<file path="config.mk">
export PLATFORM = sky130hd
export DESIGN_NAME = vga_scan_ctrl
export DESIGN_NICKNAME = d
export VERILOG_FILES = /design/src/rtl/vga_scan_ctrl.sv
export SDC_FILE = /design/constraint.sdc
export NUM_CORES = 1
export LEC_CHECK = 0
export ABC_AREA = 0
export CAP_MARGIN = 25
export CORE_MARGIN = 2
export CORE_UTILIZATION = 47
export CTS_BUF_LIST = sky130_fd_sc_hd__clkbuf_8
export DETAILED_ROUTE_END_ITERATION = 12
export PLACE_DENSITY = 0.78
export SKIP_LAST_GASP = 1
export SLEW_MARGIN = 20
export SYNTH_ARGS = -nofsm -noshare
export SYNTH_HDL_FRONTEND = slang
export SYNTH_SLANG_ARGS = --single-unit
</file>
<file path="constraint.sdc">
create_clock -name clkdiv -period 2.1 [get_ports clkdiv]
set_clock_uncertainty 0.15 [all_clocks]
set_input_delay 0.21 -clock clkdiv [delete_from_list [all_inputs] [get_ports clkdiv]]
set_output_delay 0.21 -clock clkdiv [all_outputs]
set_load 0.02 [all_outputs]
</file>
<file path="src/rtl/vga_scan_ctrl.sv">
// VGA scan generator and layer compositor: drives renderer row/column addresses, merges the
// registered layer pixels into 12-bit RGB with matched sync, and reports dino/obstacle overlap.
module vga_scan_ctrl #(
  parameter int unsigned PX_LATENCY = 1,
  parameter logic [11:0] DINO_RGB   = 12'h333,
  parameter logic [11:0] OBST_RGB   = 12'h555,
  parameter logic [11:0] SCENE_RGB  = 12'h777,
  parameter logic [11:0] BG_RGB     = 12'hFFF,
  // Frame geometry; defaults give 640x480@60 with a 25 MHz pixel clock.
  parameter int unsigned H_VISIBLE  = 640,
  parameter int unsigned H_FRONT    = 16,
  parameter int unsigned H_SYNC     = 96,
  parameter int unsigned H_BACK     = 48,
  parameter int unsigned V_VISIBLE  = 480,
  parameter int unsigned V_FRONT    = 10,
  parameter int unsigned V_SYNC     = 2,
  parameter int unsigned V_BACK     = 33
) (
  input  logic        clkdiv,
  input  logic        RESET,
  input  logic        px_dino,
  input  logic        px_obst,
  input  logic        px_scene,
  input  logic        game_status,
  output logic [8:0]  row_addr,
  output logic [9:0]  col_addr,
  output logic        fresh,
  output logic        hs,
  output logic        vs,
  output logic [11:0] rgb,
  output logic        collision
);

  localparam logic [9:0] H_VIS        = 10'(H_VISIBLE);
  localparam logic [9:0] H_SYNC_FIRST = 10'(H_VISIBLE + H_FRONT);
  localparam logic [9:0] H_SYNC_LAST  = 10'(H_VISIBLE + H_FRONT + H_SYNC - 1);
  localparam logic [9:0] H_LAST       = 10'(H_VISIBLE + H_FRONT + H_SYNC + H_BACK - 1);
  localparam logic [9:0] V_VIS        = 10'(V_VISIBLE);
  localparam logic [9:0] V_SYNC_FIRST = 10'(V_VISIBLE + V_FRONT);
  localparam logic [9:0] V_SYNC_LAST  = 10'(V_VISIBLE + V_FRONT + V_SYNC - 1);
  localparam logic [9:0] V_LAST       = 10'(V_VISIBLE + V_FRONT + V_SYNC + V_BACK - 1);
  localparam logic [8:0] ROW_HOLD     = 9'(V_VISIBLE - 1);
  localparam logic [9:0] DRAIN_COL    = 10'd8;

  logic [9:0]          r_h_cnt, r_v_cnt;
  logic [9:0]          w_h_nxt, w_v_nxt;
  logic [8:0]          r_row;
  logic [9:0]          r_col;
  logic                r_fresh;
  logic [PX_LATENCY:0] r_act_sr, r_hs_sr, r_vs_sr;
  logic [11:0]         r_rgb;
  logic                r_hit, r_collision;
  logic                w_active, w_hs_raw, w_vs_raw, w_act_d, w_drain, w_v_vis_nxt;

  always_comb begin
    w_h_nxt = r_h_cnt + 10'd1;
    w_v_nxt = r_v_cnt;
    if (r_h_cnt == H_LAST) begin
      w_h_nxt = '0;
      w_v_nxt = (r_v_cnt == V_LAST) ? '0 : r_v_cnt + 10'd1;
    end
  end

  assign w_v_vis_nxt = (w_v_nxt < V_VIS);
  assign w_active    = (r_h_cnt < H_VIS) && (r_v_cnt < V_VIS);
  assign w_hs_raw    = !((r_h_cnt >= H_SYNC_FIRST) && (r_h_cnt <= H_SYNC_LAST));
  assign w_vs_raw    = !((r_v_cnt >= V_SYNC_FIRST) && (r_v_cnt <= V_SYNC_LAST));
  // Active flag lined up with the renderer pixels arriving this cycle.
  assign w_act_d     = r_act_sr[PX_LATENCY-1];
  assign w_drain     = (r_v_cnt == V_VIS) && (r_h_cnt == DRAIN_COL);

  always_ff @(posedge clkdiv or posedge RESET) begin
    if (RESET) begin
      r_h_cnt <= '0;
      r_v_cnt <= '0;
      r_col   <= '0;
      r_row   <= '0;
      r_fresh <= 1'b0;
    end else begin
      r_h_cnt <= w_h_nxt;
      r_v_cnt <= w_v_nxt;
      r_col   <= w_h_nxt;
      r_row   <= w_v_vis_nxt ? w_v_nxt[8:0] : ROW_HOLD;
      r_fresh <= w_v_vis_nxt;
    end
  end

  always_ff @(posedge clkdiv or posedge RESET) begin
    if (RESET) begin
      r_act_sr <= '0;
      r_hs_sr  <= '1;
      r_vs_sr  <= '1;
      r_rgb    <= '0;
    end else begin
      r_act_sr <= {r_act_sr[PX_LATENCY-1:0], w_active};
      r_hs_sr  <= {r_hs_sr[PX_LATENCY-1:0], w_hs_raw};
      r_vs_sr  <= {r_vs_sr[PX_LATENCY-1:0], w_vs_raw};
      if (!w_act_d)      r_rgb <= 12'h000;
      else if (px_dino)  r_rgb <= DINO_RGB;
      else if (px_obst)  r_rgb <= OBST_RGB;
      else if (px_scene) r_rgb <= SCENE_RGB;
      else               r_rgb <= BG_RGB;
    end
  end

  // Report and clear once per frame after the last visible pixel has left the pipeline.
  always_ff @(posedge clkdiv or posedge RESET) begin
    if (RESET) begin
      r_hit       <= 1'b0;
      r_collision <= 1'b0;
    end else if (w_drain) begin
      r_collision <= r_hit;
      r_hit       <= 1'b0;
    end else begin
      r_collision <= 1'b0;
      if (w_act_d && px_dino && px_obst && game_status) r_hit <= 1'b1;
    end
  end

  assign row_addr  = r_row;
  assign col_addr  = r_col;
  assign fresh     = r_fresh;
  assign hs        = r_hs_sr[PX_LATENCY];
  assign vs        = r_vs_sr[PX_LATENCY];
  assign rgb       = r_rgb;
  assign collision = r_collision;

endmodule

</file>
==> results of run 1 <==
## timing repair
item / 4_1_cts / 5_1_grt
setup endpoints to repair: 11 / 17
cloned: 1 / 0
endpoints found under the hold margin: 0 / 0
pin swaps: 6 / 0
gates resized for setup: 2 / 4
buffers inserted: 1 / 0
## layout make-up
cell class	instances	area (sq um)	area share, %
Sequential cell	41	1036	39.71
Clock inverter	2	8.758	0.3357
Inverter	11	41.29	1.583
Clock buffer	5	68.82	2.638
Timing Repair Buffer	68	610.6	23.41
Multi-Input combinational cell	104	783.3	30.02
Tap cell	48	60.06	2.302
## report_power, final
part	switching [uW]	internal (uW)	leakage (uW)
Combinational	30.7	24.1	0.000613
Sequential	1.93	793	0.000513
Clock	246	221	0.0000452
## cells in the final DEF (no fill, tap or decap), drive strengths merged, types with 2 or more instances in the layout
cell type and instances:
a31oi 2, o21ai 5, nand4 5, clkbuf 5, ha 4, and3 3, nand2 5, buf 28
inv 12, and2 5, xnor2 7, dfstp 4, nor4 6, and4 2, nor3b 2, nand3b 4
nand3 11, dfrtp 37, nor2 12, nor3 5, clkdlybuf4s50 40, o22ai 2, xor2 5, or3 2
nand2b 2
## worst paths after layout
| path | startpoint | endpoint | slack [ns] | cells after the start |
|---|---|---|---|---|
| min in group clkdiv | r_vs_sr[0]$_DFF_PP1_ | r_vs_sr[1]$_DFF_PP1_ | 0.21 | 0 |
| max in group asynchronous | RESET | col_addr[7]$_DFF_PP0_ | 1.24 | 3 |
| setup reg to reg | col_addr[7]$_DFF_PP0_ | row_addr[0]$_DFF_PP0_ | -0.23 | 7 |
| hold reg to reg | r_vs_sr[0]$_DFF_PP1_ | r_vs_sr[1]$_DFF_PP1_ | 0.21 | 0 |
| hold / removal | RESET | row_addr[5]$_DFF_PP0_ | 0.20 | 3 |
| setup / recovery | col_addr[7]$_DFF_PP0_ | row_addr[0]$_DFF_PP0_ | -0.23 | 7 |
## metal layers
metal	track usage (%)	up-vias
met5	0	-
met4	11.22	0
met3	3.547	10
met2	36.38	45
met1	22.89	750
li1	-	707
## critical path, cell delays in order, from the launching register on
cell	delay (ns)
dfrtp_2	0.40
or3_4	0.42
or4b_4	0.55
nor4_4	0.22
buf_4	0.19
buf_4	0.12
nor3_1	0.04
o21ai_0	0.16
## cells by family after synthesis
kind of cell               after synthesis  synth area share (%)
adders and majority gates                4                 2.708
DFF                                     41                 55.79
buffers and inverters                   20                 5.687
and+or+nand+nor                         69                 22.55
muxes                                    1                0.6093
xor gates and xnor gates                12                 5.687
AOI/OAI and AO/OA                       17                 6.974
## state kept, by name, summed over array words and instances, names as in the netlist
name       flops
col_addr      10
r_v_cnt       10
row_addr       9
rgb            4
r_hs_sr        2
r_vs_sr        2
collision      1
fresh          1
r_act_sr       1
r_hit          1
## per-stage QoR
stage | setup WS, ns | area (sq um)
finish | -0.2307 | 2609
global route | -0.3241 | 2609
CTS | -0.2317 | 2592
detailed placement | -0.2532 | 2477
global placement | -0.2037 | 2477
floorplan | -0.2084 | 1878
==> summary.txt, run 1 <==
Outcome
  • Status: finished with violations
  • Failing checks: setup timing

Power
  • Peak supply drop: 0.3601 mV
  • Pwr dens: around 500 nW/um^2
  • LEAKAGE: 0.001172 uW
  • Total power: 1315 uW

Logic synthesis
  • Sequential share of the synthesized area: 55.79%
  • Count leader, synth: dfrtp_1
  • Post-synth top cells: dfrtp_1 (37), nor2_1 (12), inv_1 (11), nand3_1 (11), buf_4 (8)
  • Synth area leaders: dfrtp_1 (50%), dfstp_2 (5.7%), xnor2_1 (3.3%)
  • Synthesized instance count: 164
  • Top-area cell type share of the netlist area: 50.10%
  • Yosys warns: 0
  • Register bit count reported by yosys: 41
  • Top cell type by total area after synthesis: dfrtp_1
  • Synth cell types: 41
  • Post-synth EDFFs: 0
  • Post-synthesis net count: 174
  • Ys flop type: dfrtp_1
  • Async SR Flop Fraction: 100.0%
  • Post-Syn Area: 1848 sq um
  • Avg Inst Size Synth: roughly 11 sq um

Clocking
  • Clk sinks: 41
  • Insertion delay to the later sink of the worst-skew pair: 0.29 ns
  • CTS Buf Count: 5
  • Clock Pin Slew Worst Setup and Hold Paths: 0.07 ns
  • CTS H-tree depth: 2
  • CTS Buffer Depth: 2
  • Hold Buf Count CTS: 0
  • CTS root buffer: clkbuf_8
  • CTS tree: built

Drt
  • Wire length on met3: between 150 and 200 um
  • DR pass1 iterations: 4
  • Metal1 wirelength: 1636 um
  • Drt total wl: 4062 um
  • Avg Vias per Cell: between 5 and 6
  • Wirelength per Cell: approximately 15 um
  • DRC Markers: 0
  • Antenna viol nets, final: 0
  • DRT iter0 DRCs: roughly 70
  • DR vias: 1,512
  • Met2 routed WL: around 2100 um
  • Top Layer Used: met4

Worst setup path
  • Startpoint types: register
  • Critical Path End Type: register
  • Critical path class: register to register
  • CP max FO: 4
  • Worst EP required: 2.16 ns
  • Worst Path Arrival: 2.39 ns

Floorplan
  • Die area: 4450 sq um
  • Die X: 66.71 um
  • # rows: 22
  • Initial Util: 49.73%
  • I/O pin total: 41
  • Die span in y: between 60 and 70 um
  • Core Area: 3716 sq um

Job
  • Max Cap Violations: 0

Worst hold path
  • Worst hold path type: primary input to asynchronous set/reset pin

STA
  • # setup viols final: 11
  • Slew @ Worst Pin: 0.4880 ns
  • Fin crit share: 111.0%
  • Setup TNS: -2.236 ns
  • RSZ-0062 raised after global routing: yes
  • Achievable Freq: roughly 430 MHz
  • Fin Hold WS: slightly below 0.2 ns
  • Slew HR: around two thirds
  • Post-route setup slack: -0.2307 ns
  • Final hold violations: 0
  • Final slew viol count: 0
  • Tmin final: 2.331 ns

Global route
  • Global route overflow: 0
  • Initial antenna violation count: 0
  • Vias in the first global route: 1,485
  • First-pass GRT wire length: 6644 um
  • Largest net degree at the start of global routing: 42
  • Global-route usage over all layers: 20.39%

Finish
  • Share of layout cells above drive strength 1: 24.24%
  • Ant diodes: 0
  • Area grow syn2layout: 41.16%
  • Final core utilization: 70.20%
  • Final std cells w/o fill: 279
  • Fill cells: around 270
  • Nets: 241

Placement
  • I/O Buffers: 40
  • Placer Congestion: between 0.8 and 0.9
  • HPWL Detailed: 2997 um
  • Cell Count Post-Placement: 270
No activity file was read; power rests on OpenSTA's default activity.
==> run 2, diff against run 1 <==
Settings changed: CTS_CLUSTER_DIAMETER set to 80, PLACE_DENSITY 0.78 to unset, PLACE_DENSITY_LB_ADDON set to 0.12.
==> summary.txt, run 2 (synthesized netlist as in run 1, its figures left out) <==
Outcome
  • Status: finished with violations
  • Failing checks: setup timing

Drt
  • Avg Vias per Cell: 5.295 (-2.3%)
  • DR vias: 1,509 (-0.20%)
  • Drt total wl: 4099 um (+0.91%)
  • Antenna viol nets, final: 0 (unchanged)
  • DR pass1 iterations: 4 (unchanged)
  • Wirelength per Cell: 14.38 um (-1.2%)
  • Wire length on met3: 226 um (+15%)
  • DRC Markers: 0 (unchanged)
  • Top Layer Used: met4
  • DRT iter0 DRCs: 92 (+28%)
  • Met2 routed WL: 2043 um (-3.6%)
  • Metal1 wirelength: 1764 um (+7.8%)

Finish
  • Share of layout cells above drive strength 1: 26.16% (+1.9 points)
  • Nets: 246 (+2.1%)
  • Commonest non-fill, non-tap cell in the layout: clkdlybuf4s50_1
  • Ant diodes: 0 (unchanged)
  • Area grow syn2layout: 44.75%
  • Final std cells w/o fill: 285 (+2.2%)
  • Most frequent cells in the layout: clkdlybuf4s50_1 (40), dfrtp_1 (33), buf_4 (33)

Worst setup path
  • Setup crit end: row_addr[3]$_DFF_PP0_
  • Family with the most delay on the worst path: simple AND/OR/NAND/NOR gates
  • Largest stage delay on the critical path: 0.55 ns (about the same)
  • Critical Path End Type: register
  • CP cell instances: or3_4 > or4b_4 > o31a_1 > o22ai_4 > nand3b_1
  • Worst Path Arrival: 2.35 ns (-0.04 ns)
  • Setup crit start: col_addr[7]$_DFF_PP0_
  • Slowest cell on crit path: or4b_4
  • Critical path depth: 5 (-2)
  • Worst r2r dst: row_addr[3]$_DFF_PP0_
  • Critical path class: register to register
  • Startpoint types: register
  • Reg2reg path depth: 5 (-2)
  • CP max FO: 5 (+1)
  • Worst EP required: 2.12 ns (-0.04 ns)
  • RR Startpoint: col_addr[7]$_DFF_PP0_
  • R2R setup slack: -0.23 ns (about the same)
  • Buffers & Inverters on Critical Path: 0 (-2)

Clocking
  • Clock Pin Slew Worst Setup and Hold Paths: 0.08 ns (about the same)
  • CTS root buffer: clkbuf_8
  • Hold Buf Count CTS: 0 (unchanged)
  • CTS Buffer Depth: 2 (unchanged)
  • Insertion delay to the later sink of the worst-skew pair: 0.30 ns (about the same)
  • Clk sinks: 41 (unchanged)
  • CTS Buf Count: 5 (unchanged)
  • CTS tree: built
  • CTS H-tree depth: 2 (unchanged)

STA
  • Slew @ Worst Pin: 0.4006 ns (-0.08737 ns)
  • Post-route setup slack: -0.2291 ns (+0.001619 ns)
  • Achievable Freq: 429.4 MHz (about the same)
  • # setup viols final: 11 (unchanged)
  • Final hold violations: 0 (unchanged)
  • Final slew viol count: 0 (unchanged)
  • Tmin final: 2.329 ns (-0.001619 ns)
  • Fin crit share: 110.9% (about the same)
  • RSZ-0062 raised after global routing: yes
  • Slew HR: 73.05% (+5.6 points)

Floorplan
  • # rows: 22 (unchanged)
  • Die X: 66.71 um (unchanged)
  • I/O pin total: 41 (unchanged)
  • Die span in y: 66.71 um (unchanged)
  • Initial Util: 49.73% (unchanged)
  • Core Area: 3716 sq um (unchanged)
  • Die area: 4450 sq um (unchanged)

Power
  • LEAKAGE: 0.001214 uW (+3.6%)
  • Peak supply drop: 0.3618 mV (+0.47%)
  • Pwr dens: 557.7 nW/um^2 (+11%)
  • Total power: 1492 uW (+13%)

Global route
  • First-pass GRT wire length: 7086 um (+6.7%)
  • Global-route usage over all layers: 21.61% (+1.2 points)
  • Initial antenna violation count: 0 (unchanged)
  • Largest net degree at the start of global routing: 22 (-48%)
  • Vias in the first global route: 1,523 (+2.6%)
  • Global route overflow: 0 (unchanged)

Job
  • Max Cap Violations: 0 (unchanged)

Placement
  • HPWL Detailed: 2913 um (-2.8%)
  • Cell Count Post-Placement: 273 (+1.1%)
  • I/O Buffers: 40 (unchanged)
  • Placer Congestion: 0.9409 (+7.5%)
  • Pre-CTS setup slack: -0.2202 ns (+0.03306 ns)

Worst hold path
  • Worst hold path type: primary input to asynchronous set/reset pin
==> run 2: changes by cell type in the layout (fill, tap and decap cells not counted) <==
cell and delta:
clkbuf_8 +1, clkinv_2 -1, xor2_2 +1, buf_4 +5, o2111ai_2 +1, o2111ai_4 -1
a31oi_1 +1, xor2_1 -1, bufinv_16 +1, a31oi_2 -1
==> run 2: repair_timing <==
action,in CTS,in global routing
endpoints found under the setup margin,12,16
resized for setup,1,4
buffers inserted,1,2
cloned,1,0
pin swaps,3,3
==> run 2: metrics by stage <==
step                utilization, %  hold WS, ns  setup TNS, ns  cell area [sq um]
floorplan                        -       0.1292         -1.931               1878
global placement             67.27       0.1958         -1.566               2500
detailed placement           67.27       0.1973         -1.963               2500
CTS                          70.94       0.1184         -2.027               2636
global route                 71.99       0.1756         -3.015               2675
finish                       71.99       0.1107         -2.278               2675
==> run 2: area by class of cell <==
cell class | count | area, sq um
clock inverters | 2 | 33.78
clock buffers | 6 | 82.58
flip-flops and latches | 41 | 1036
inverters | 11 | 41.29
multi-input cells | 104 | 773.2
well taps | 48 | 60.06
fillers | 252 | 1041
repair buffers | 73 | 648.1
==> run 2: per-layer routing <==
layer / vias up / global-route usage, %
met3: 7 / 5.068
met5: - / 0
met2: 55 / 34.50
met4: 0 / 8.929
met1: 729 / 28.22
li1: 718 / -
==> run 2: tightest hold or removal path: cells and delay by family <==
kind | cells | cell delay (ns)
buf+inv | 3 | 0.73
==> run 2: how the worst min path moves through the flow <==
stage / startpoint / slack, ns / to
floorplan: px_obst / 0.13 / rgb[7]$_DFF_PP0_
global placement: r_hs_sr[0]$_DFF_PP1_ / 0.20 / r_hs_sr[1]$_DFF_PP1_
detailed placement: r_hs_sr[0]$_DFF_PP1_ / 0.20 / r_hs_sr[1]$_DFF_PP1_
CTS: RESET / 0.12 / row_addr[1]$_DFF_PP0_
global route: RESET / 0.18 / r_v_cnt[2]$_DFF_PP0_
finish: RESET / 0.11 / fresh$_DFF_PP0_
==> run 2: power by group <==
part	internal, uW	switching (uW)	total, uW
sequential	792	1.72	794
combinational	25.3	31.0	56.3
clock	382	259	642
total	1200	292	1490
==> RTL edit 1, RTL diff (flow settings as in run 2) <==
Compare `r_v_cnt` against `V_VIS` with >= in place of ==.
--- a/src/rtl/vga_scan_ctrl.sv
+++ b/src/rtl/vga_scan_ctrl.sv
@@ -67,7 +67,7 @@
   assign w_vs_raw    = !((r_v_cnt >= V_SYNC_FIRST) && (r_v_cnt <= V_SYNC_LAST));
   // Active flag lined up with the renderer pixels arriving this cycle.
   assign w_act_d     = r_act_sr[PX_LATENCY-1];
-  assign w_drain     = (r_v_cnt == V_VIS) && (r_h_cnt == DRAIN_COL);
+  assign w_drain     = (r_v_cnt >= V_VIS) && (r_h_cnt == DRAIN_COL);
 
   always_ff @(posedge clkdiv or posedge RESET) begin
     if (RESET) begin
Formal check against the unedited RTL: same outputs for any inputs over 10 cycles, from zero or initial values and one cycle with RESET high; that may be too few to reach the edited logic, so the function may still have changed.
==> RTL edit 1 against run 2 <==
The flow still finishes with violations (negative setup slack); critical path depth unchanged; wire length is 8.9% lower; clock power is essentially flat; area after synthesis increased by 0.81%; sequential power hardly changed; total power barely moved; die area up 0.77%; sequential share of layout area is 0.48 points lower; sequential cell count stayed put; cell count decreased by 1.4%; setup slack better by 30 ps; core utilization rose by 0.27 points; final area up 1.1%; critical path type unchanged; highest routed layer unchanged.
==> RTL edit 1: results (changes against run 2) <==
metric,value,unit,change
stdcell_area,2710,um^2,was 2680 um^2
wl_met2,1800,um,was 2040 um
pre_cts_ws,-234,ps,was -220 ps
wl_met1,1640,um,was 1760 um
crit_fanout,4,,was 5
post-cts-setup-buffers,0,,was 1
buf_share,0.237,,was 0.242
syn_nets,177,,was 174
grt_pass1_wl,6500,um,was 7090 um
worstMarginPinSlew,500,ps,was 401 ps
power.leakage,1.25,nW,was 1.21 nW
grt_pass1_vias,1402,,was 1523
grt_max_degree,42,,was 22
synthAdderAreaFrac,0.0336,,was 0.0271
grtUsageMet2,0.306,,was 0.345
regArea,1030,um^2,was 1040 um^2
setup_violations,12,,was 11
worstHoldPathType,input pin to async pin,,unchanged
synth_cell_types,45,,was 41
multi_input_area,816,um^2,was 773 um^2
drive_gt1_frac,0.305,,was 0.262
fin_cells,281,,was 285
synth_xor_area_frac,0.0510,,was 0.0569
synth-compound-area-share,0.0712,,was 0.0697
synthTopCellsByCount,"37 x dfrtp_1, 13 x nor2_1, 10 x inv_1",,"was 37 x dfrtp_1, 12 x nor2_1, 11 x inv_1, 11 x nand3_1, 8 x buf_4"
post-place-cells,273,,unchanged
num-nets-final,243,,was 246
gp_congestion,0.868,,was 0.941
placed_area,2470,um^2,was 2500 um^2
use_met3,0.0557,,was 0.0507
route.met3.wl,242,um,was 226 um
ir_drop,0.437,mV,was 0.362 mV
fillers,285,,was 252
wirelength,3740,um,was 4100 um
muxShareOfSynthArea,0.0175,,was 0.00609
buffers,71,,was 73
grtUsageTotal,0.196,,was 0.216
core,3740,um^2,was 3720 um^2
fin_ws,-199,ps,was -229 ps
multi_input_cells,103,,was 104
first_iter_violations,73,,was 92
grt_use_met1,0.259,,was 0.282
yosys-top-cells-area,"dfrtp_1 50%, dfstp_2 5.6%, buf_4 3.6%, ha_1 3.4%, xor2_1 3.3%",,"was dfrtp_1 50%, dfstp_2 5.7%, xnor2_1 3.3%, buf_4 3.2%, nand3_1 3.0%"
violations,negative setup slack,,unchanged
intPower,1.20,mW,about the same
fin_tns_setup,-1130,ps,was -2280 ps
ys_seq_area_frac,0.553,,was 0.558
inverters,10,,was 11
routed_via_density,5.17,,was 5.29
status,"finished, violations left",,unchanged
clock_cell_area_share,0.0430,,was 0.0435
ctsResizeCount,4,,was 1
dpl.hpwl,2700,um,was 2910 um
==> RTL edit 1: power groups by stage <==
stage	registers (mW)	logic, mW	clock network (mW)
5_1_grt	0.794	0.0619	0.696
6_report	0.794	0.0551	0.642
2_1_floorplan	0.813	0.0285	0
3_3_place_gp	0.809	0.0561	0
3_5_place_dp	0.809	0.0567	0
4_1_cts	0.794	0.0569	0.656
==> RTL edit 1: path summary, 6_finish.rpt <==
kind / cells after the start / from / slack (ps) / end
hold reg to reg: 0 / r_hs_sr[0] / 210 / r_hs_sr[1]
hold / removal: 3 / RESET / 210 / r_v_cnt[6]
setup / recovery: 5 / col_addr[5] / -200 / row_addr[8]
setup reg to reg: 5 / col_addr[5] / -200 / row_addr[8]
max in group asynchronous: 3 / RESET / 1230 / col_addr[7]
min in group clkdiv: 0 / r_hs_sr[0] / 210 / r_hs_sr[1]
==> RTL edit 1: worst max-delay path, cell delays in order, from the launching register on <==
cell and delay, ps:
dfrtp_2 400, or4b_4 570, or3_4 360, or4_4 430, xnor2_2 150, nand2b_4 130
==> RTL edit 2, RTL diff (settings of run 2) <==
Without the edit above. `PX_LATENCY`: 1 -> 2.
--- a/src/rtl/vga_scan_ctrl.sv
+++ b/src/rtl/vga_scan_ctrl.sv
@@ -1,7 +1,7 @@
 // VGA scan generator and layer compositor: drives renderer row/column addresses, merges the
 // registered layer pixels into 12-bit RGB with matched sync, and reports dino/obstacle overlap.
 module vga_scan_ctrl #(
-  parameter int unsigned PX_LATENCY = 1,
+  parameter int unsigned PX_LATENCY = 2,
   parameter logic [11:0] DINO_RGB   = 12'h333,
   parameter logic [11:0] OBST_RGB   = 12'h555,
   parameter logic [11:0] SCENE_RGB  = 12'h777,
Check against the original RTL: not equivalent (a bounded check fails within 4 cycles, from zero or initial values and one cycle with RESET high).
==> RTL edit 2 against run 2 <==
The run still ends with negative setup slack left; total power rose by 1.3%; setup slack got worse by 21 ps; count of clock-buffer cells in the layout decreased by 1; final area rose by 4.3%; wire length rose by 6.4%; area after synthesis is 4.2% higher; sequential cell count up 3; critical endpoint is now row_addr[5].
==> RTL edit 2: results (changes against run 2) <==
metric,value,unit,change
use_met3,0.0493,,was 0.0507
first_iter_violations,122,,was 92
ir_drop,0.370,mV,was 0.362 mV
grt_pass1_wl,6800,um,was 7090 um
fin_ws,-250,ps,was -229 ps
power.leakage,1.25,nW,was 1.21 nW
wl_met2,2200,um,was 2040 um
muxShareOfSynthArea,0.00585,,was 0.00609
dpl.hpwl,3090,um,was 2910 um
ctsResizeCount,3,,was 1
setup_violations,11,,unchanged
clockBufferDepth,2,,unchanged
synth_cell_types,41,,unchanged
post-place-cells,278,,was 273
fillers,295,,was 252
drive_gt1_frac,0.279,,was 0.262
wirelength,4360,um,was 4100 um
multi_input_area,815,um^2,was 773 um^2
synthTopCellsByCount,"38 x dfrtp_1, 12 x nor2_1, 11 x inv_1, 11 x nand3_1, 8 x buf_4",,"was 37 x dfrtp_1, 12 x nor2_1, 11 x inv_1, 11 x nand3_1, 8 x buf_4"
crit_fanout,5,,unchanged
yosysWarningCount,0,,unchanged
r2r_cells,5,,unchanged
yosys-top-cells-area,"dfrtp_1 49%, dfstp_2 8.2%, xnor2_1 3.2%, buf_4 3.1%, nand3_1 2.9%",,"was dfrtp_1 50%, dfstp_2 5.7%, xnor2_1 3.3%, buf_4 3.2%, nand3_1 3.0%"
worstMarginPinSlew,518,ps,was 401 ps
placed_area,2580,um^2,was 2500 um^2
crit_end,row_addr[5],,was row_addr[3]
grtUsageTotal,0.202,,was 0.216
first_pass_iters,4,,unchanged
ys_seq_area_frac,0.576,,was 0.558
worstSkewPairLatency,290,ps,
pre_cts_ws,-241,ps,was -220 ps
status,"finished, violations left",,unchanged
worstHoldPathType,input pin to async pin,,unchanged
post-cts-setup-buffers,2,,was 1
wl_met1,1820,um,was 1760 um
cp.arrival,2430,ps,was 2350 ps
vias,1553,,was 1509
gp_congestion,0.870,,was 0.941
grt_use_met1,0.249,,was 0.282
violations,negative setup slack,,unchanged
grt_max_degree,45,,was 22
syn_area_per_cell,11.5,um^2,was 11.3 um^2
async_flop_share,1.00,,unchanged
route.met3.wl,295,um,was 226 um
fin_tns_setup,-2340,ps,was -2280 ps
synthAdderAreaFrac,0.0260,,was 0.0271
synth_xor_area_frac,0.0546,,was 0.0569
grtUsageMet2,0.350,,was 0.345
grt_pass1_vias,1452,,was 1523
post_drt_wl_per_cell,15.0,um,was 14.4 um
start_kind,flip-flop,,unchanged
antenna_found_initial,0,,unchanged
maxUsedRoutingLayer,met4,,unchanged
num-nets-final,250,,was 246
synth-compound-area-share,0.0669,,was 0.0697
port_buffers,40,,unchanged
timing.hold.ws,203,ps,was 111 ps
syn_nets,177,,was 174
cts_max_level,2,,unchanged
[RTL edit 2: cell type report]
type | count | area share
Tap cell | 50 | 0.0224
Inverter | 11 | 0.0148
Clock inverter | 2 | 0.0121
Multi-Input combinational cell | 104 | 0.292
Timing Repair Buffer | 74 | 0.235
Clock buffer | 5 | 0.0247
Sequential cell | 44 | 0.399
[RTL edit 2: kinds of logic after synthesis]
kind of cell	count (synthesis)
and+or+nand+nor	69
adders and majority gates	4
muxes	1
buffers and inverters	20
AOI/OAI and AO/OA	17
DFF	44
xor gates and xnor gates	12
[RTL edit 2: report_power, final]
group          switching, mW  internal [mW]  leakage, nW
clock                  0.260          0.343       0.0554
sequential           0.00196          0.850        0.543
combinational         0.0316         0.0241        0.652
[RTL edit 2: worst max-delay path, stage by stage (launching register included)]
cell and delay (ps):
dfrtp_2 400, or3_4 410, or4b_4 560, o31a_1 360, o22ai_4 220, and3_1 180
